**config.mk**
```make
export PLATFORM = sky130hd
export DESIGN_NAME = sample_dac_tx
export DESIGN_NICKNAME = d
export VERILOG_FILES = /design/src/rtl/sample_dac_tx.sv
export SDC_FILE = /design/constraint.sdc
export NUM_CORES = 1
export LEC_CHECK = 0
export BUFFER_PORTS_ARGS = -buffer_cell sky130_fd_sc_hd__buf_2
export CAP_MARGIN = 5
export CORE_ASPECT_RATIO = 1.2
export CORE_MARGIN = 4
export CORE_UTILIZATION = 60
export DETAILED_ROUTE_END_ITERATION = 8
export PLACE_DENSITY = 0.91
export SYNTH_ARGS = -nofsm -noshare
export SYNTH_HDL_FRONTEND = slang
export SYNTH_SLANG_ARGS = --single-unit
```
**constraint.sdc**
```tcl
create_clock -name clk -period 5.2 [get_ports clk]
set_input_delay 1.04 -clock clk [delete_from_list [all_inputs] [get_ports clk]]
set_output_delay 1.04 -clock clk [all_outputs]
set_load 0.1 [all_outputs]
```
**src/rtl/sample_dac_tx.sv**
```systemverilog
// Sample FIFO feeding an MSB-first serializer for a 3-wire SPI-style DAC (sclk, sdata, cs_n).
// Define SAMPLE_DAC_OFFSET_BINARY_EN to invert each sample's MSB at load (offset-binary output).
module sample_dac_tx #(
    parameter int unsigned DATA_W     = 16,
    parameter int unsigned FIFO_DEPTH = 4,
    parameter int unsigned CLK_DIV    = 2,
    parameter int unsigned GAP_CYC    = 2
) (
    input  logic                          clk,
    input  logic                          reset,
    input  logic [DATA_W-1:0]             in_data,
    input  logic                          in_valid,
    output logic                          in_ready,
    output logic [$clog2(FIFO_DEPTH):0]   fifo_level,
    output logic                          dac_sclk,
    output logic                          dac_sdata,
    output logic                          dac_cs_n,
    output logic                          busy,
    output logic                          underrun
);

    localparam int unsigned PTR_W = $clog2(FIFO_DEPTH);
    localparam int unsigned LVL_W = PTR_W + 1;
    localparam int unsigned DIV_W = $clog2(2 * CLK_DIV);
    localparam int unsigned BIT_W = $clog2(DATA_W);
    localparam int unsigned GAP_W = (GAP_CYC > 1) ? $clog2(GAP_CYC) : 1;

    typedef enum logic [1:0] {ST_IDLE, ST_SHIFT, ST_GAP} state_e;

    state_e              state_q, state_d;
    logic [DATA_W-1:0]   mem_q [FIFO_DEPTH];
    logic [PTR_W-1:0]    wr_ptr_q, rd_ptr_q;
    logic [LVL_W-1:0]    level_q, level_d;
    logic                in_ready_q, in_ready_d;
    logic [DATA_W-1:0]   shift_q, shift_d;
    logic [DIV_W-1:0]    div_q, div_d;
    logic [BIT_W-1:0]    bit_q, bit_d;
    logic [GAP_W-1:0]    gap_q, gap_d;
    logic                sclk_q, sclk_d;
    logic                sdata_q, sdata_d;
    logic                cs_n_q, cs_n_d;
    logic                busy_q, busy_d;
    logic                underrun_q, underrun_d;
    logic                push_c, load_c;
    logic                div_mid_c, div_last_c, bit_last_c, gap_last_c, fifo_empty_c;
    logic [DATA_W-1:0]   head_c;

    // in_ready comes from registered occupancy only, so a full FIFO refuses even on a pop cycle
    assign push_c       = in_valid && in_ready_q;
    assign fifo_empty_c = (level_q == '0);
    assign div_mid_c    = (div_q == DIV_W'(CLK_DIV - 1));
    assign div_last_c   = (div_q == DIV_W'(2 * CLK_DIV - 1));
    assign bit_last_c   = (bit_q == BIT_W'(DATA_W - 1));
    assign gap_last_c   = (gap_q == GAP_W'(GAP_CYC - 1));

`ifdef SAMPLE_DAC_OFFSET_BINARY_EN
    assign head_c = mem_q[rd_ptr_q] ^ {1'b1, {(DATA_W-1){1'b0}}};
`else
    assign head_c = mem_q[rd_ptr_q];
`endif

    assign level_d    = level_q + LVL_W'(push_c) - LVL_W'(load_c);
    assign in_ready_d = (level_d != LVL_W'(FIFO_DEPTH));
    assign busy_d     = (state_d != ST_IDLE);
    // Registered so it is high during the final GAP cycle exactly when that cycle sees an empty FIFO
    assign underrun_d = (state_d == ST_GAP) && (gap_d == GAP_W'(GAP_CYC - 1)) && (level_d == '0);

    always_ff @(posedge clk or negedge reset) begin
        if (!reset) begin
            state_q    <= ST_IDLE;
            wr_ptr_q   <= '0;
            rd_ptr_q   <= '0;
            level_q    <= '0;
            in_ready_q <= 1'b1;
            shift_q    <= '0;
            div_q      <= '0;
            bit_q      <= '0;
            gap_q      <= '0;
            sclk_q     <= 1'b0;
            sdata_q    <= 1'b0;
            cs_n_q     <= 1'b1;
            busy_q     <= 1'b0;
            underrun_q <= 1'b0;
        end else begin
            state_q    <= state_d;
            wr_ptr_q   <= wr_ptr_q + PTR_W'(push_c);
            rd_ptr_q   <= rd_ptr_q + PTR_W'(load_c);
            level_q    <= level_d;
            in_ready_q <= in_ready_d;
            shift_q    <= shift_d;
            div_q      <= div_d;
            bit_q      <= bit_d;
            gap_q      <= gap_d;
            sclk_q     <= sclk_d;
            sdata_q    <= sdata_d;
            cs_n_q     <= cs_n_d;
            busy_q     <= busy_d;
            underrun_q <= underrun_d;
        end
    end

    always_ff @(posedge clk) begin
        if (push_c) begin
            mem_q[wr_ptr_q] <= in_data;
        end
    end

    // Next state; load_c pops the FIFO head into the shifter
    always_comb begin
        state_d = state_q;
        load_c  = 1'b0;
        case (state_q)
            ST_IDLE: begin
                if (!fifo_empty_c) begin
                    load_c  = 1'b1;
                    state_d = ST_SHIFT;
                end
            end
            ST_SHIFT: begin
                if (div_last_c && bit_last_c) begin
                    state_d = ST_GAP;
                end
            end
            ST_GAP: begin
                if (gap_last_c) begin
                    if (!fifo_empty_c) begin
                        load_c  = 1'b1;
                        state_d = ST_SHIFT;
                    end else begin
                        state_d = ST_IDLE;
                    end
                end
            end
            default: state_d = ST_IDLE;
        endcase
    end

    // Serializer datapath: sclk low then high per bit, data advances as sclk falls
    always_comb begin
        shift_d = shift_q;
        div_d   = div_q;
        bit_d   = bit_q;
        gap_d   = gap_q;
        sclk_d  = sclk_q;
        sdata_d = sdata_q;
        cs_n_d  = cs_n_q;
        if (load_c) begin
            shift_d = head_c;
            sdata_d = head_c[DATA_W-1];
            cs_n_d  = 1'b0;
            sclk_d  = 1'b0;
            div_d   = '0;
            bit_d   = '0;
            gap_d   = '0;
        end else begin
            case (state_q)
                ST_SHIFT: begin
                    div_d = div_q + DIV_W'(1);
                    if (div_mid_c) begin
                        sclk_d = 1'b1;
                    end
                    if (div_last_c) begin
                        div_d  = '0;
                        sclk_d = 1'b0;
                        if (bit_last_c) begin
                            cs_n_d  = 1'b1;
                            sdata_d = 1'b0;
                            gap_d   = '0;
                        end else begin
                            bit_d   = bit_q + BIT_W'(1);
                            shift_d = {shift_q[DATA_W-2:0], 1'b0};
                            sdata_d = shift_q[DATA_W-2];
                        end
                    end
                end
                ST_GAP: begin
                    gap_d = gap_last_c ? '0 : gap_q + GAP_W'(1);
                end
                default: ;
            endcase
        end
    end

    assign in_ready   = in_ready_q;
    assign fifo_level = level_q;
    assign dac_sclk   = sclk_q;
    assign dac_sdata  = sdata_q;
    assign dac_cs_n   = cs_n_q;
    assign busy       = busy_q;
    assign underrun   = underrun_q;

endmodule

```
==> metrics.md, run 1 <==
| Metric | Value |
|---|---|
| GP Congestion | 0.7763 |
| Worst Tran Pin Value | 0.8419 ns |
| Fin cells | 376 |
| Initial antenna violation count | 0 |
| Crit path max-delay family | adder cells |
| Met2 Usage GRT | 29.27% |
| Total CTS buffers | 9 |
| Filler cells | 435 |
| Worst Hold Launch | dac_cs_n$_DFFE_PN1P_ |
| Die Ht | 99.11 µm |
| Hold slack | 0.5267 ns |
| Met3 GRT Util | 3.645% |
| Cell Area, Synth | 4150 µm² |
| Hold Buf Count CTS | 0 |
| Worst EP required | 5.48 ns |
| Total track usage | 17.67% |
| Antenna Nets Post-Route | 0 |
| Lkg Pwr | 1.745 nW |
| Most common cell after layout, fill and taps aside | edfxtp_1 |
| Post-Syn Nets | 285 |
| Multi-input gate area | 1217 µm² |
| Reg area | 2850 µm² |
| Power density over the cells | 584.0 nW/µm² |
| Crit path capture type | flip-flop |
| CTS tree | built |
| Max Freq | 313.9 MHz |
| CTS H-tree depth | 3 |
| PostCTS Resize Cnt | 0 |
| Post-synthesis sequential element count | 101 |
| Vias in the first global route | 2259 |
| First-pass GRT wire length | 11.07 mm |
| Final setup fails | 0 |
| RR Startpoint | state_q[0]$_DFF_PN0_ |
| Max Cap Violations | 0 |
| Max Slew Vio Count | 0 |
| Buf/Inv on CP | 4 |
| IO Count | 28 |
| Crit path DAT | 3.46 ns |
| Overall Power | 0.002679 W |
| ANT cells | 0 |
| Syn_area_per_cell | 16.34 µm² |
| Min-Delay Path Class | reg2reg |
| Met1 usage | 21.35% |
| Crit-path slowest cell | dfrtp_1 |
| Clock transition at the registers of the reported paths | 0.10 ns |
| Tmin final | 3.186 ns |
| Area Overhead vs Synth | 10.52% |
| VDD IR max | 0.4523 mV |
| Gr busiest metal | met2 |
| Crit Path Max Fanout | 43 |
| Clock skew after layout | 0.009738 ns |
| RSZ-0062 raised after global routing | false |
| Vias per cell | 5.691 |
| Final Hold Vio Count | 0 |
| Mapped Cells | 254 |
| Port buffer count | 27 |
| Pin count of the biggest net entering global routing | 44 |
| CTS root buf | clkbuf_8 |
| Synth unique cells | 39 |
| Worst slew margin | 43.87% |
| Avg WL per Cell | 17.66 µm |
| Row cnt | 32 |
| Starting Density | 63.21% |
| Clk Latency, worst-skew pair | 0.36 ns |
| Setup Fix Bufs, Post-CTS | 0 |
| Worst Setup SP | state_q[0]$_DFF_PN0_ |
| Share of layout cells above drive strength 1 | 25.77% |
| Die Area | 8317 µm² |
| Post-route setup slack | 2.014 ns |
| Seq/Total Area, Yosys | 68.68% |
| Placed insts | 360 |
| CP Cell Sequence | inv_1, ha_1, a21oi_1, nor2_2, buf_4, ha_1, inv_1, ha_1, inv_1, fa_1, xnor2_1, xnor2_1, or3_1, nor4b_4 |
| Iter 0 DRT Violations | 210 |
| Ys Warns | 0 |
| Slowest Stage Delay on Critical Path | 0.42 ns |
| NumNets Final | 317 |
| Commonest non-fill, non-tap cells in the layout | edfxtp_1, dfrtp_1, buf_2, nand2_1, mux4_2 |
| Worst Setup Path Type | reg2reg |
| Total global routing overflow | 0 |
| Worst-case clock buffer depth | 2 |
| Via Count | 2140 |
| Dpl ws | 2.008 ns |
| Status | completed |
| Fin crit share | 61.27% |
| Detailed Routing Iterations Pass 1 | 4 |
| Core area | 6566 µm² |
| Post-detail-place hpwl | 4.335 mm |
| Num Clock Sinks | 101 |
| Setup TNS | 0 ns |
| Crit path launch type | flip-flop |
| # DRC | 0 |
| Drt total wl | 6.641 mm |
| Die W | 83.92 µm |
## final timing paths
path / to / slack [ns] / depth (start not counted)
max: underrun$_DFF_PN0_ / 2.01 / 14
min: dac_cs_n$_DFFE_PN1P_ / 0.53 / 2
max reg2reg: underrun$_DFF_PN0_ / 2.01 / 14
min reg2reg: dac_cs_n$_DFFE_PN1P_ / 0.53 / 2
max in group asynchronous: dac_sclk$_DFFE_PN0P_ / 3.92 / 1
min in group asynchronous: fifo_level[0]$_DFF_PN0_ / 0.76 / 1
## per-stage QoR
step	cell area, µm²	utilization, %
after floorplan	4150	-
after global placement	4380	66.71
after detailed placement	4380	66.71
after CTS	4587	69.86
after global routing	4587	69.86
final	4587	69.86
## logic make-up after synthesis
| group | count (synthesis) | share of synthesized area (%) |
|---|---|---|
| mux | 30 | 12.06 |
| fa+ha+maj | 12 | 3.799 |
| simple gates | 53 | 7.145 |
| xor+xnor | 7 | 1.477 |
| buf+inv | 20 | 2.411 |
| compound gates | 31 | 4.432 |
| flops | 101 | 68.68 |
## worst min-delay path, cell delays in order (launching register included)
cell and delay (ns):
dfstp_2 0.38, a21oi_1 0.11, nor2_1 0.05
## cell type report
cell class | instances | area share, %
inverter | 9 | 0.7365
tap | 85 | 2.319
sequential | 101 | 62.14
multi-input combinational | 133 | 26.54
timing repair buffer | 32 | 3.764
clock inverter | 6 | 1.718
clock buffer | 10 | 2.782
## power by group
group / total, W / switching [W] / internal (W)
combinational: 0.000962 / 0.000600 / 0.000362
clock: 0.000503 / 0.000271 / 0.000232
sequential: 0.00121 / 0.000133 / 0.00108
total: 0.00268 / 0.00100 / 0.00167
## routing by layer
metal  share of wire (%)  up-vias
li1                    -     1019
met1                  41     1060
met2                  52       49
met3                 4.5       12
met4                 2.1        0
met5                   0        -
## cells in the mapped netlist (all sizes together)
cell type  number  area share, %
a211oi          3           0.54
nor3            6           0.84
fa              1           0.48
o32ai           1           0.39
nand2b          1           0.15
and2            1           0.15
mux2i          14            3.4
and3            3           0.45
nor2b           1           0.15
a21o            1           0.18
o21ai          17            2.1
nor3b           2           0.36
or3             3           0.57
nor2           10            1.3
ha             11            3.3
dfrtp          35             21
a21oi           8            1.1
inv             9           0.81
nand3b          2           0.36
a22o            1           0.21
buf             7            1.2
nor4b           1           0.57
nand4           1           0.15
edfxtp         64             46
xnor2           4           0.84
dfstp           2            1.3
nand2          19            1.7
mux4           16            8.7
clkbuf          4           0.36
xor2            3           0.63
nand3           3           0.36
## state kept, by name (all words and copies together) (netlist names)
signal / flops
mem_q: 64
shift_q: 15
bit_q: 4
fifo_level: 3
div_q: 2
rd_ptr_q: 2
state_q: 2
wr_ptr_q: 2
busy: 1
dac_cs_n: 1
dac_sclk: 1
dac_sdata: 1
gap_last_c: 1
in_ready: 1
underrun: 1
Power figures use the tool's default switching activity.
==> run 2, diff against run 1 <==
Settings changed: CORE_UTILIZATION 60 to 54, PLACE_DENSITY 0.91 to 0.87.
Clock period 5.2 ns to 2.55 ns, I/O delays scaled along.
==> run 2 against run 1 <==
The flow now finishes with violations (negative setup slack). Combinational power rose by 150%. Cell count up 6.1%. Fmax is 24% higher. Cell area increased by 5.3%. Global-route usage is 0.50 points lower. Sequential share of layout area down 2.9 points. Hold slack got worse by 0.28 ns. Clock-buffer cell count decreased by 1. First-iteration DRC count shrank 27%. Clock power increased by 110%. Largest cell class unchanged.
==> metrics.md, run 2 (synthesis results as in run 1) <==
| Metric | Value |
|---|---|
| IO Count | 28 (unchanged) |
| Number of flip-flops in the largest register | 64 (unchanged) |
| CTS tree | built (unchanged) |
| First-pass GRT wire length | 11.86 mm (was 11.07 mm) |
| Clock skew after layout | 0.01687 ns (was 0.009738 ns) |
| Worst Setup Path Type | reg2reg (unchanged) |
| Tmin final | 2.560 ns (was 3.186 ns) |
| Avg WL per Cell | 17.63 µm (was 17.66 µm) |
| Crit path capture type | flip-flop (unchanged) |
| Crit path launch type | flip-flop (unchanged) |
| Starting Density | 56.39% (was 63.21%) |
| Vias per cell | 5.489 (was 5.691) |
| Most common cell after layout, fill and taps aside | edfxtp_1 (unchanged) |
| Post-route setup slack | -0.009849 ns (was 2.014 ns) |
| Hold Buf Count CTS | 0 (unchanged) |
| Area Overhead vs Synth | 16.43% (was 10.52%) |
| Met3 GRT Util | 4.041% (was 3.645%) |
| Port buffer count | 27 (unchanged) |
| Gr busiest metal | met2 (unchanged) |
| Max Freq | 390.6 MHz (was 313.9 MHz) |
| Commonest non-fill, non-tap cells in the layout | edfxtp_1, dfrtp_1, buf_2, buf_4, nand2_1 (was edfxtp_1, dfrtp_1, buf_2, nand2_1, mux4_2) |
| Overall Power | 0.005888 W (was 0.002679 W) |
| Via Count | 2190 (was 2140) |
| # DRC | 0 (unchanged) |
| Num Clock Sinks | 101 (unchanged) |
| Filler cells | 511 (was 435) |
| Status | finished with violations (was completed) |
| Crit path DAT | 2.83 ns (was 3.46 ns) |
| Buf/Inv on CP | 3 (was 4) |
| CP Cell Sequence | inv_2, ha_4, a21oi_4, nor2_4, ha_4, inv_2, ha_4, inv_2, fa_2, xnor2_2, xnor2_1, or3_4, nor4b_4 (was inv_1, ha_1, a21oi_1, nor2_2, buf_4, ha_1, inv_1, ha_1, inv_1, fa_1, xnor2_1, xnor2_1, or3_1, nor4b_4) |
| Post-detail-place hpwl | 4.463 mm (was 4.335 mm) |
| Reg area | 2861 µm² (was 2850 µm²) |
| Worst slew margin | 43.31% (was 43.87%) |
| Fin crit share | 100.4% (was 61.27%) |
| R2r endpoint | underrun$_DFF_PN0_ (unchanged) |
| Min-Delay Path Class | in2async (was reg2reg) |
| Die Area | 9158 µm² (was 8317 µm²) |
| VDD IR max | 1.220 mV (was 0.4523 mV) |
| Slowest Stage Delay on Critical Path | 0.41 ns (was 0.42 ns) |
| RSZ-0062 raised after global routing | true (was false) |
| Vias in the first global route | 2344 (was 2259) |
| Iter 0 DRT Violations | 154 (was 210) |
| Worst Tran Pin Value | 0.8504 ns (was 0.8419 ns) |
| Lkg Pwr | 1.841 nW (was 1.745 nW) |
| Initial antenna violation count | 0 (unchanged) |
| Drt total wl | 7.033 mm (was 6.641 mm) |
| Clk Latency, worst-skew pair | 0.36 ns (about the same) |
| Multi-input gate area | 1305 µm² (was 1217 µm²) |
| ANT cells | 0 (unchanged) |
| CTS root buf | clkbuf_8 (unchanged) |
| Total CTS buffers | 9 (unchanged) |
| Worst-case clock buffer depth | 2 (unchanged) |
| Biggest regs | mem_q (64), shift_q (15), bit_q (4) (unchanged) |
| RR Startpoint | state_q[0]$_DFF_PN0_ (unchanged) |
| Final setup fails | 1 (was 0) |
| Failing checks | negative setup slack |
| Met1 usage | 22.29% (was 21.35%) |
| Total global routing overflow | 0 (unchanged) |
| Crit-path slowest cell | dfrtp_1 (unchanged) |
| Total track usage | 17.17% (was 17.67%) |
| Worst EP required | 2.82 ns (was 5.48 ns) |
| Power density over the cells | 1219 nW/µm² (was 584.0 nW/µm²) |
| Dpl ws | -0.2824 ns (was 2.008 ns) |
| Die W | 88.03 µm (was 83.92 µm) |
| Core Util, Final | 65.66% (was 69.86%) |
| R2R cell count | 13 (was 14) |
| Max Slew Vio Count | 0 (unchanged) |
| NumNets Final | 335 (was 317) |
| Row cnt | 34 (was 32) |
| Core area | 7360 µm² (was 6566 µm²) |
| Max Cap Violations | 0 (unchanged) |
| Largest register by flop count | mem_q (unchanged) |
| Antenna Nets Post-Route | 0 (unchanged) |
| Detailed Routing Iterations Pass 1 | 4 (unchanged) |
| Pin count of the biggest net entering global routing | 43 (was 44) |
| Crit Path Max Fanout | 2 (was 43) |
| CTS H-tree depth | 3 (unchanged) |
| Met2 Usage GRT | 27.96% (was 29.27%) |
| Share of layout cells above drive strength 1 | 35.60% (was 25.77%) |
| Die Ht | 104.0 µm (was 99.11 µm) |
| Crit path max-delay family | adder cells (unchanged) |
| Final Hold Vio Count | 0 (unchanged) |
| Clock transition at the registers of the reported paths | 0.11 ns (was 0.10 ns) |
| GP Congestion | 0.7804 (was 0.7763) |
| Register-to-register setup slack | -0.01 ns (was 2.01 ns) |
run 2: repair_timing:
item                                    in CTS  in global routing
pin swaps                                    9                  4
endpoints found under the setup margin       1                  1
buffers inserted                             2                  1
resized for setup                           15                  1
endpoints found under the hold margin        0                  0
run 2: routing by layer:
layer	wire, µm	vias up
met1	2974	1083
met4	126	0
met3	292	10
met2	3639	47
li1	-	1050
met5	0	-
run 2: stage by stage:
| step | setup TNS [ns] | hold WS (ns) | instances | area, µm² |
|---|---|---|---|---|
| 2_1_floorplan | -0.4071 | 0.2144 | 254 | 4203 |
| 3_3_place_gp | -0.1478 | 0.4855 | 380 | 4524 |
| 3_5_place_dp | -0.2824 | 0.5004 | 380 | 4524 |
| 4_1_cts | -0.09668 | 0.2647 | 398 | 4825 |
| 5_1_grt | -0.1009 | 0.3075 | 399 | 4832 |
| 6_report | -0.009849 | 0.2459 | 399 | 4832 |
run 2: how the worst max path moves through the flow:
stage | slack [ns] | end | startpoint | depth (start not counted)
after floorplan | -0.41 | underrun$_DFF_PN0_ | fifo_level[2]$_DFF_PN0_ | 12
after global placement | -0.15 | underrun$_DFF_PN0_ | state_q[0]$_DFF_PN0_ | 13
after detailed placement | -0.28 | underrun$_DFF_PN0_ | state_q[0]$_DFF_PN0_ | 13
after CTS | -0.1 | underrun$_DFF_PN0_ | state_q[1]$_DFF_PN0_ | 13
after global routing | -0.10 | underrun$_DFF_PN0_ | state_q[0]$_DFF_PN0_ | 13
final | -0.01 | underrun$_DFF_PN0_ | state_q[0]$_DFF_PN0_ | 13
run 2: area by class of cell:
| cell class | instances | area share [%] |
|---|---|---|
| sequential | 101 | 59.22 |
| inverter | 9 | 0.6991 |
| multi-input combinational | 133 | 27.01 |
| tap | 90 | 2.330 |
| clock inverter | 7 | 1.813 |
| clock buffer | 9 | 2.563 |
| timing repair buffer | 50 | 6.370 |
run 2: power by group:
part | internal, W | total (W) | switching (W)
clock | 0.000476 | 0.00104 | 0.000566
sequential | 0.00222 | 0.00245 | 0.000229
combinational | 0.00101 | 0.00240 | 0.00139
total | 0.00370 | 0.00589 | 0.00218
==> run 3, diff against run 2 <==
Settings changed: BUFFER_PORTS_ARGS -buffer_cell sky130_fd_sc_hd__buf_2 to default, CORE_UTILIZATION 54 to 56, DONT_BUFFER_PORTS from default to 1, PLACE_DENSITY 0.87 to 0.86.
==> run 3 against run 2 <==
The run still ends with negative setup slack left. Sequential power is 6% higher. Wire length is 0.24% higher. Clock skew is 0.0084 ns lower. Combinational power is 8% lower. Non-clock buffer count is 22 lower. Register-to-register slack worse by 0.04 ns. Die area is 3.3% lower. Largest power group unchanged.
==> metrics.md, run 3 (synthesis results as in run 1) <==
| Metric | Value |
|---|---|
| Status | finished with violations (unchanged) |
| Failing checks | negative setup slack (unchanged) |
| Drt total wl | 7.050 mm (was 7.033 mm) |
| Reg area | 2861 µm² (unchanged) |
| Final setup fails | 1 (unchanged) |
| Via Count | 2188 (was 2190) |
| Crit-path slowest cell | dfrtp_1 (unchanged) |
| Final instance area | 4683 µm² (was 4832 µm²) |
| Avg WL per Cell | 18.70 µm (was 17.63 µm) |
| ANT cells | 0 (unchanged) |
| Dpl ws | -0.2430 ns (was -0.2824 ns) |
| Biggest regs | mem_q (64), shift_q (15), bit_q (4) (unchanged) |
| Worst EP required | 2.82 ns (about the same) |
| Clock skew after layout | 0.008484 ns (was 0.01687 ns) |
| Worst Tran Pin Value | 0.9012 ns (was 0.8504 ns) |
| VDD IR max | 1.095 mV (was 1.220 mV) |
| Worst-case clock buffer depth | 2 (unchanged) |
| Initial antenna violation count | 0 (unchanged) |
| Crit Path Max Fanout | 2 (unchanged) |
| WL met2 | 3.865 mm (was 3.639 mm) |
| Max Freq | 384.7 MHz (was 390.6 MHz) |
| Lkg Pwr | 1.730 nW (was 1.841 nW) |
| Largest register by flop count | mem_q (unchanged) |
| Placed cell area | 4404 µm² (was 4524 µm²) |
| Pin count of the biggest net entering global routing | 43 (unchanged) |
| Tmin final | 2.599 ns (was 2.560 ns) |
| CP Cell Sequence | inv_2, ha_2, a21oi_4, nor2_4, ha_4, inv_2, ha_4, inv_2, fa_2, xnor2_2, xnor2_1, or3_4, nor4b_4 (was inv_2, ha_4, a21oi_4, nor2_4, ha_4, inv_2, ha_4, inv_2, fa_2, xnor2_2, xnor2_1, or3_4, nor4b_4) |
| Clk Latency, worst-skew pair | 0.35 ns (was 0.36 ns) |
| Total global routing overflow | 0 (unchanged) |
| Core area | 7232 µm² (was 7360 µm²) |
| IO Count | 28 (unchanged) |
| Filler cells | 517 (was 511) |
| Vias in the first global route | 2278 (was 2344) |
| Slowest Stage Delay on Critical Path | 0.41 ns (about the same) |
| Detailed Routing Iterations Pass 1 | 4 (unchanged) |
| Post-detail-place hpwl | 4.547 mm (was 4.463 mm) |
| Area Overhead vs Synth | 12.84% (was 16.43%) |
| Crit path max-delay family | adder cells (unchanged) |
| Num Clock Sinks | 101 (unchanged) |
| # DRC | 0 (unchanged) |
| Worst Setup Path Type | reg2reg (unchanged) |
| Commonest non-fill, non-tap cells in the layout | edfxtp_1, dfrtp_1, buf_4, nand2_1, mux4_2 (was edfxtp_1, dfrtp_1, buf_2, buf_4, nand2_1) |
| Power density over the cells | 1210 nW/µm² (was 1219 nW/µm²) |
| Top Metal Used | met4 (unchanged) |
| CTS tree | built (unchanged) |
| Post-route setup slack | -0.04924 ns (was -0.009849 ns) |
| Total CTS buffers | 9 (unchanged) |
| Buf/Inv on CP | 3 (unchanged) |
| Register-to-register setup slack | -0.05 ns (was -0.01 ns) |
| CTS H-tree depth | 3 (unchanged) |
| Final Hold Vio Count | 0 (unchanged) |
| Min-Delay Path Class | in2reg (was in2async) |
| Crit path capture type | flip-flop (unchanged) |
| Multi-input gate area | 1285 µm² (was 1305 µm²) |
| Crit path DAT | 2.87 ns (was 2.83 ns) |
| Max Slew Vio Count | 0 (unchanged) |
| DR WL met3 | 381 µm (was 292 µm) |
| Die Ht | 102.3 µm (was 104.0 µm) |
| Share of layout cells above drive strength 1 | 29.27% (was 35.60%) |
| GP Congestion | 0.7399 (was 0.7804) |
| Crit path launch type | flip-flop (unchanged) |
| Met1 Routed Length | 2.703 mm (was 2.974 mm) |
| Core Util, Final | 64.76% (was 65.66%) |
| Number of flip-flops in the largest register | 64 (unchanged) |
| Row cnt | 34 (unchanged) |
| Fin crit share | 101.9% (was 100.4%) |
| Clock transition at the registers of the reported paths | 0.09 ns (was 0.11 ns) |
| Port buffer count | 0 (was 27) |
| Max Cap Violations | 0 (unchanged) |
| Antenna Nets Post-Route | 0 (unchanged) |
| Iter 0 DRT Violations | 187 (was 154) |
| Starting Density | 57.39% (was 56.39%) |
| Worst slew margin | 39.92% (was 43.31%) |
| Most used cell, CP | inv_2 |
| NumNets Final | 313 (was 335) |
| Most common cell after layout, fill and taps aside | edfxtp_1 (unchanged) |
| Overall Power | 0.005665 W (was 0.005888 W) |
| RSZ-0062 raised after global routing | true (unchanged) |
| Vias per cell | 5.804 (was 5.489) |
| First-pass GRT wire length | 11.72 mm (was 11.86 mm) |
| Setup TNS | -0.04924 ns (was -0.009849 ns) |
| Die W | 86.59 µm (was 88.03 µm) |
| CTS root buf | clkbuf_8 (unchanged) |
| Die Area | 8858 µm² (was 9158 µm²) |
| Total track usage | 17.96% (was 17.17%) |
run 3: final timing paths:
check	from	to	cells after the start
max in group asynchronous	reset	dac_cs_n$_DFFE_PN1P_	2
hold / removal	in_data[12]	mem_q[1][12]$_DFFE_PP_	0
hold reg to reg	shift_q[0]$_DFFE_PN0P_	shift_q[0]$_DFFE_PN0P_	1
setup reg to reg	state_q[0]$_DFF_PN0_	underrun$_DFF_PN0_	13
min in group asynchronous	reset	gap_last_c$_DFF_PN0_	2
setup / recovery	state_q[0]$_DFF_PN0_	underrun$_DFF_PN0_	13
run 3: timing repair:
action | CTS | global route
pin swaps | 8 | 0
endpoints found under the hold margin | 37 | 0
gates cloned | 0 | 0
hold buffers | 2 | 0
gates resized for setup | 12 | 1
endpoints found under the setup margin | 1 | 2
buffers inserted | 3 | 1
run 3: report_power, final:
group	internal, W	leakage [nW]	switching [W]	total, W
combinational	0.000975	0.608	0.00123	0.00221
sequential	0.00222	1.04	0.000377	0.00260
clock	0.000348	0.0805	0.000512	0.000860
run 3: layer usage:
| metal | GRT usage (%) | up-vias |
|---|---|---|
| met5 | 0 | - |
| met4 | 6.115 | 0 |
| met3 | 4.758 | 8 |
| met2 | 30.57 | 50 |
| met1 | 22.44 | 1130 |
| li1 | - | 1000 |
run 3: worst reg2reg max path, cell delays in order, from the launching register on:
cell	delay (ns)
dfrtp_1	0.41
inv_2	0.07
ha_2	0.21
a21oi_4	0.07
nor2_4	0.11
ha_4	0.21
inv_2	0.06
ha_4	0.12
inv_2	0.04
fa_2	0.37
xnor2_2	0.15
xnor2_1	0.15
or3_4	0.36
nor4b_4	0.20
run 3: stage by stage:
stage / cells / hold WS (ns)
2_1_floorplan: 254 / 0.2144
3_3_place_gp: 355 / 0.2152
3_5_place_dp: 355 / 0.2150
4_1_cts: 376 / 0.2286
5_1_grt: 377 / 0.2114
6_report: 377 / 0.2470
run 3: layout make-up:
type                       instances  share of cell area [%]
clock buffer                       9                   2.645
clock inverter                     7                  0.8816
timing repair buffer              28                   4.809
tap                               90                   2.404
multi-input combinational        133                   27.44
inverter                           9                  0.7213
sequential                       101                   61.10
